[config.mk]
export PLATFORM = sky130hd
export DESIGN_NAME = ini_seq_ctrl
export DESIGN_NICKNAME = d
export VERILOG_FILES = /design/src/rtl/ini_seq_ctrl.sv
export SDC_FILE = /design/constraint.sdc
export NUM_CORES = 1
export LEC_CHECK = 0
export ABC_CLOCK_PERIOD_IN_PS = 5800
export CAP_MARGIN = 20
export CORE_ASPECT_RATIO = 0.6
export CORE_MARGIN = 2
export CORE_UTILIZATION = 30
export DETAILED_ROUTE_END_ITERATION = 7
export HOLD_SLACK_MARGIN = 0.08
export PLACE_DENSITY = 0.64
export SLEW_MARGIN = 20
export SYNTH_ARGS = -nofsm -noshare
export SYNTH_HDL_FRONTEND = slang
export SYNTH_SLANG_ARGS = --single-unit
[constraint.sdc]
create_clock -name clk -period 5.8 [get_ports clk]
set_clock_uncertainty 0.15 [all_clocks]
set_input_delay 0.58 -clock clk [delete_from_list [all_inputs] [get_ports clk]]
set_output_delay 0.58 -clock clk [all_outputs]
set_load 0.005 [all_outputs]
[src/rtl/ini_seq_ctrl.sv]
// rtl/ini_seq_ctrl.sv - initialization sequencer: RAM zero-fill, config header read and check
//
// Optional feature macro: INI_CHKSUM_EN (payload reads + 16-bit additive checksum).
//
// Ports:
//   clk, rst_n                      clock, asynchronous active-low reset
//   i_ini_start                     start pulse, accepted in IDLE only
//   o_ini_done / o_ini_fail         one-cycle result pulses
//   o_ini_busy                      sequence in progress (through the result pulse)
//   om_fail_code                    00 none, 01 magic, 10 checksum, 11 timeout
//   o_clr_we, om_clr_addr, om_clr_data   RAM zero-fill write port
//   o_cfg_rd_req, om_cfg_rd_addr    config read request / address
//   i_cfg_rd_ack, im_cfg_rd_data    config read acknowledge / data (same cycle)
module ini_seq_ctrl #(
  parameter int          RAM_AW    = 10,
  parameter int          RAM_DEPTH = 1024,
  parameter int          CFG_AW    = 12,
  parameter int          CFG_LEN   = 8,
  parameter logic [15:0] HDR_MAGIC = 16'hA55A,
  parameter int          TIMEOUT   = 5000
) (
  input  logic              clk,
  input  logic              rst_n,
  input  logic              i_ini_start,
  output logic              o_ini_done,
  output logic              o_ini_fail,
  output logic              o_ini_busy,
  output logic [1:0]        om_fail_code,
  output logic              o_clr_we,
  output logic [RAM_AW-1:0] om_clr_addr,
  output logic [15:0]       om_clr_data,
  output logic              o_cfg_rd_req,
  output logic [CFG_AW-1:0] om_cfg_rd_addr,
  input  logic              i_cfg_rd_ack,
  input  logic [15:0]       im_cfg_rd_data
);

  localparam int TO_W = $clog2(TIMEOUT + 1);

  typedef enum logic [2:0] {
    S_IDLE, S_CLR, S_RD_REQ, S_RD_GAP, S_CHK, S_DONE, S_FAIL
  } state_t;

  state_t            state, state_nxt;
  logic [RAM_AW-1:0] clr_cnt, clr_nxt;
  logic [CFG_AW-1:0] k, k_nxt;
  logic [TO_W-1:0]   to_cnt, to_nxt;
  logic [15:0]       cap, cap_nxt;
  logic [1:0]        code, code_nxt;
`ifdef INI_CHKSUM_EN
  logic [15:0]       sum, sum_nxt;
`endif

  always_ff @(posedge clk or negedge rst_n) begin
    if (!rst_n) begin
      state   <= S_IDLE;
      clr_cnt <= '0;
      k       <= '0;
      to_cnt  <= '0;
      cap     <= '0;
      code    <= 2'b00;
`ifdef INI_CHKSUM_EN
      sum     <= '0;
`endif
    end else begin
      state   <= state_nxt;
      clr_cnt <= clr_nxt;
      k       <= k_nxt;
      to_cnt  <= to_nxt;
      cap     <= cap_nxt;
      code    <= code_nxt;
`ifdef INI_CHKSUM_EN
      sum     <= sum_nxt;
`endif
    end
  end

  always_comb begin
    state_nxt      = state;
    clr_nxt        = clr_cnt;
    k_nxt          = k;
    to_nxt         = to_cnt;
    cap_nxt        = cap;
    code_nxt       = code;
`ifdef INI_CHKSUM_EN
    sum_nxt        = sum;
`endif
    o_ini_done     = 1'b0;
    o_ini_fail     = 1'b0;
    o_clr_we       = 1'b0;
    om_clr_addr    = '0;
    o_cfg_rd_req   = 1'b0;
    om_cfg_rd_addr = '0;

    case (state)
      S_IDLE: begin
        if (i_ini_start) begin
          state_nxt = S_CLR;
          clr_nxt   = '0;
          k_nxt     = '0;
          to_nxt    = '0;
          code_nxt  = 2'b00;
`ifdef INI_CHKSUM_EN
          sum_nxt   = '0;
`endif
        end
      end
      S_CLR: begin
        o_clr_we    = 1'b1;
        om_clr_addr = clr_cnt;
        clr_nxt     = clr_cnt + RAM_AW'(1);
        if (clr_cnt == RAM_AW'(RAM_DEPTH - 1)) begin
          state_nxt = S_RD_REQ;
          k_nxt     = '0;
        end
      end
      S_RD_REQ: begin
        o_cfg_rd_req   = 1'b1;
        om_cfg_rd_addr = k;
        // ack is checked first so a same-cycle ack beats the timeout limit
        if (i_cfg_rd_ack) begin
          cap_nxt = im_cfg_rd_data;
          to_nxt  = '0;
`ifdef INI_CHKSUM_EN
          // the sum word's idle cycle is spent in CHK, not RD_GAP
          state_nxt = (k == CFG_AW'(CFG_LEN + 1)) ? S_CHK : S_RD_GAP;
`else
          state_nxt = S_RD_GAP;
`endif
        end else if (to_cnt == TO_W'(TIMEOUT - 1)) begin
          state_nxt = S_FAIL;
          code_nxt  = 2'b11;
          to_nxt    = '0;
        end else begin
          to_nxt = to_cnt + TO_W'(1);
        end
      end
      S_RD_GAP: begin
        to_nxt = '0;
        if (k == '0) begin
          if (cap != HDR_MAGIC) begin
            state_nxt = S_FAIL;
            code_nxt  = 2'b01;
          end else begin
`ifdef INI_CHKSUM_EN
            k_nxt     = k + CFG_AW'(1);
            state_nxt = S_RD_REQ;
`else
            state_nxt = S_DONE;
`endif
          end
        end else begin
`ifdef INI_CHKSUM_EN
          sum_nxt   = sum + cap;
          k_nxt     = k + CFG_AW'(1);
          state_nxt = S_RD_REQ;
`else
          state_nxt = S_IDLE;
`endif
        end
      end
      S_CHK: begin
        to_nxt = '0;
`ifdef INI_CHKSUM_EN
        if (cap == sum) begin
          state_nxt = S_DONE;
        end else begin
          state_nxt = S_FAIL;
          code_nxt  = 2'b10;
        end
`else
        state_nxt = S_IDLE;
`endif
      end
      S_DONE: begin
        o_ini_done = 1'b1;
        state_nxt  = S_IDLE;
      end
      S_FAIL: begin
        o_ini_fail = 1'b1;
        state_nxt  = S_IDLE;
      end
      default: state_nxt = S_IDLE;
    endcase
  end

  assign o_ini_busy   = (state != S_IDLE);
  assign om_fail_code = code;
  assign om_clr_data  = 16'h0000;

endmodule

==> impl_summary.txt <==
----------------------------------------------------
[Outcome]
  Outcome ... finished, final reports clean

[Finish]
  Area grow syn2layout ... 18.5%
  # nets final ... 315
  Fraction of layout instances using a drive strength above 1 ... 0.126
  Number of antenna diodes ... 0

[Placement]
  Number of buffer cells added on primary ports ... 36
  Global placer's final weighted congestion ... 0.858
  HPWL reported at the end of detailed placement ... 4.04 mm

[GRT]
  GR met1 Demand/Resource ... 0.200
  Vias in the first global route ... 1779
  Met3 global-route usage ... 0.0367
  Met2 Usage GRT ... 0.159
  Global routing usage summed across all routing layers ... 0.124
  Antenna violations before repair ... 0
  GRT busiest layer ... met1
  Global route total overflow ... 0
  Maximum number of pins on one net before global-route repair ... 45
  Global-route wire length before repair ... 9.08 mm

[Critical path]
  Biggest cell delay along the critical path ... 0.64 ns
  Worst r2r path cells ... 5
  Critical path, cell by cell ... or3b_4 > clkinv_1 > and2_1 > clkdlybuf4s50_1
  Crit path kind ... reg2out
  Arr. time, crit path ... 2.39 ns
  Worst reg2reg path endpoint ... to_cnt[6]
  Setup slack of the worst register-to-register path ... 3.51 ns
  Worst setup SP type ... register
  Critical register-to-register path startpoint ... to_cnt[0]
  CP Data Required Time ... 5.07 ns
  Worst Setup End Kind ... primary output
  Dominant delay contributor by cell family on the critical path ... buffers and inverters
  Buffers and inverters on the worst path ... 2
  Max stage delay cell, worst path ... sky130_fd_sc_hd__dfrtp_1
  Highest net fanout along the worst path ... 19

[Yosys]
  Fraction of registers with async set or reset after synthesis ... 1.00
  Most area-consuming cells after synthesis ... sky130_fd_sc_hd__dfrtp_1 (43%), sky130_fd_sc_hd__buf_4 (8.5%), sky130_fd_sc_hd__mux2_2 (7.9%)
  Most common cell in the synthesized netlist ... sky130_fd_sc_hd__dfrtp_1
  Most used flip-flop cell after synthesis ... sky130_fd_sc_hd__dfrtp_1
  Top cells by count, synth ... sky130_fd_sc_hd__dfrtp_1 (44), sky130_fd_sc_hd__buf_4 (29), sky130_fd_sc_hd__mux2_2 (18)
  Mapped Avg Cell Area ... 9.87 sq um
  Number of synthesized flops with an enable pin ... 0
  Number of warnings reported in the yosys synthesis log ... 0
  Synth unique cells ... 55
  Post-synthesis cell type with the largest combined area ... sky130_fd_sc_hd__dfrtp_1
  Proportion of synthesized chip area in sequential cells ... 0.427
  Area share of the leading cell type in the synthesized netlist ... 0.427
  Netlist area before placement ... 2580 sq um
  Cell count after synthesis ... 261
  Post-synthesis register bit count ... 44

[Clock tree]
  CTS buffer count ... 5
  Hold-fix buffer count after cts ... 0
  Post-CTS clock slew at the launch and capture registers of the worst setup and hold paths ... 0.06 ns
  Clock sink count ... 44
  Root buffer cell ... sky130_fd_sc_hd__clkbuf_16
  H-tree depth ... 2
  # Post-CTS Setup Buffers ... 0
  Post-CTS sizing ... 0
  Clock tree from TritonCTS ... yes
  Clock Path Buffers ... 2
  Clock Latency Late Sink ... 0.28 ns

[Drt]
  Length of the first detailed-routing pass in iterations ... 4
  Initial detailed-routing violation count ... 98
  Total vias in the final route ... 1950
  Final wirelength ... 5.47 mm
  DRC errors left ... 0
  Number of antenna-violating nets in the routed design ... 0
  Per-cell routed wire length ... 13.5 microns
  Number of vias per cell after detailed routing ... 4.80

[Floorplan]
  Die Outline Area ... 9370 sq um
  Floorplan core area ... 8430 sq um
  Die Span Y ... 75.8 microns
  Starting density of the core ... 0.306
  Placement row count ... 26
  Die width ... 124 microns
  Total I/O pin count ... 65

[STA]
  Peak clock frequency supported by timing ... 0.321 GHz
  Number of max-slew violations in the final report ... 0
  Final period utilization ... 0.538
  Final min period ... 3.12 ns
  Transition time at the pin with the least slew margin ... 0.715 ns
  Final setup vio count ... 0
  Hold Fails Final Rpt ... 0
  Total Neg Setup Slack ... 0 ns
  Worst relative slew slack ... 0.521
  Unrepaired setup endpoints after global routing ... no

[Power]
  Fraction of power consumed by sequential logic ... 0.416
  Cell leakage power ... 1.28 nW
  Switching portion of total power ... 0.326
  Net Switching ... 0.351 mW
  Pwr dens ... 353 nW/um^2
  Power consumption ... 1.08 mW
  Internal power of the cells ... 0.726 mW
  Share of total power in the clock network ... 0.259
  Logic gate share of total power ... 0.325
  Maximum ir drop on the vdd rail ... 0.156 mV

[Job]
  # Max-Cap Violations ... 0

[Min path]
  Path type of the worst min-delay path ... in2async

----------------------------------------------------
==> layer usage <==
layer | part of all wire | vias up
met5 | 0 | -
met4 | 0 | 0
met3 | 0.061 | 0
met2 | 0.40 | 49
met1 | 0.54 | 936
li1 | - | 965
==> flip-flops by register name, indices dropped and copies added, names as in the netlist <==
register,count
clr_cnt,10
om_fail_code,2
to_cnt,13
state,3
cap,16
==> kinds of logic (layout without fill, tap and decap cells) <==
| kind of cell | after synthesis | after routing | synth area share |
|---|---|---|---|
| buf+inv | 47 | 53 | 0.121 |
| fa+ha+maj | 2 | 2 | 0.00971 |
| compound gates | 54 | 54 | 0.136 |
| simple gates | 94 | 94 | 0.221 |
| mux | 19 | 19 | 0.0826 |
| other cells | 1 | 28 | 0.00146 |
| flops | 44 | 44 | 0.427 |
==> metrics by stage <==
stage | util | setup slack, ns | cells | area [sq um] | hold slack, ns
after global placement | 0.343 | 2.93 | 397 | 2890 | 0.332
after floorplan | - | 3.66 | 288 | 2680 | 0.134
after CTS | 0.362 | 2.66 | 406 | 3050 | 0.351
final | 0.362 | 2.68 | 406 | 3050 | 0.142
after global routing | 0.362 | 2.46 | 406 | 3050 | 0.185
after detailed placement | 0.344 | 2.99 | 398 | 2900 | 0.339
==> cell type report <==
class	count	area [sq um]
Sequential cell	44	1100
Tap cell	112	140
Inverter	8	30.0
Clock inverter	3	23.8
Fill cell	845	5370
Clock buffer	5	125
Timing Repair Buffer	37	369
Multi-Input combinational cell	197	1260
==> worst reg2reg max path: stages (launching register included) <==
cell	delay, ns
sky130_fd_sc_hd__dfrtp_1	0.41
sky130_fd_sc_hd__ha_1	0.28
sky130_fd_sc_hd__nor4bb_1	0.44
sky130_fd_sc_hd__and3b_1	0.41
sky130_fd_sc_hd__nor2_2	0.16
sky130_fd_sc_hd__a311o_1	0.33
==> layout by cell type (no fill, tap or decap), types with 3 or more instances in the layout <==
cell	count
sky130_fd_sc_hd__clkbuf_16	5
sky130_fd_sc_hd__and3_1	8
sky130_fd_sc_hd__or4_1	4
sky130_fd_sc_hd__nor2_1	12
sky130_fd_sc_hd__o21ai_0	17
sky130_fd_sc_hd__clkdlybuf4s50_1	35
sky130_fd_sc_hd__dfrtp_1	44
sky130_fd_sc_hd__mux2_2	18
sky130_fd_sc_hd__nand2_1	14
sky130_fd_sc_hd__a21oi_1	10
sky130_fd_sc_hd__or3_1	3
sky130_fd_sc_hd__nor3_1	8
sky130_fd_sc_hd__nor4_1	3
sky130_fd_sc_hd__and2_1	11
sky130_fd_sc_hd__nand4_1	4
sky130_fd_sc_hd__a31oi_1	7
sky130_fd_sc_hd__conb_1	28
sky130_fd_sc_hd__a22o_1	3
sky130_fd_sc_hd__and4_1	4
sky130_fd_sc_hd__inv_1	6
sky130_fd_sc_hd__nand3_1	6
sky130_fd_sc_hd__o31ai_1	4
==> power groups by stage <==
| stage | Clock [mW] | Sequential (mW) | Combinational [mW] |
|---|---|---|---|
| finish | 0.279 | 0.448 | 0.350 |
| global route | 0.299 | 0.462 | 0.397 |
| floorplan | 0 | 0.423 | 0.282 |
| global placement | 0 | 0.451 | 0.339 |
| CTS | 0.289 | 0.448 | 0.353 |
| detailed placement | 0 | 0.453 | 0.350 |
==> worst max-delay path by stage <==
stage	from	end	slack [ns]	depth (start not counted)
5_1_grt	state[2]	om_clr_addr[2]	2.46	4
6_report	state[2]	om_clr_addr[4]	2.68	4
3_5_place_dp	state[2]	om_clr_addr[9]	2.99	4
2_1_floorplan	state[1]	om_clr_addr[0]	3.66	5
4_1_cts	state[2]	om_clr_addr[4]	2.66	4
3_3_place_gp	i_cfg_rd_ack	cap[7]	2.93	4
No activity file was read; power rests on OpenSTA's default activity.
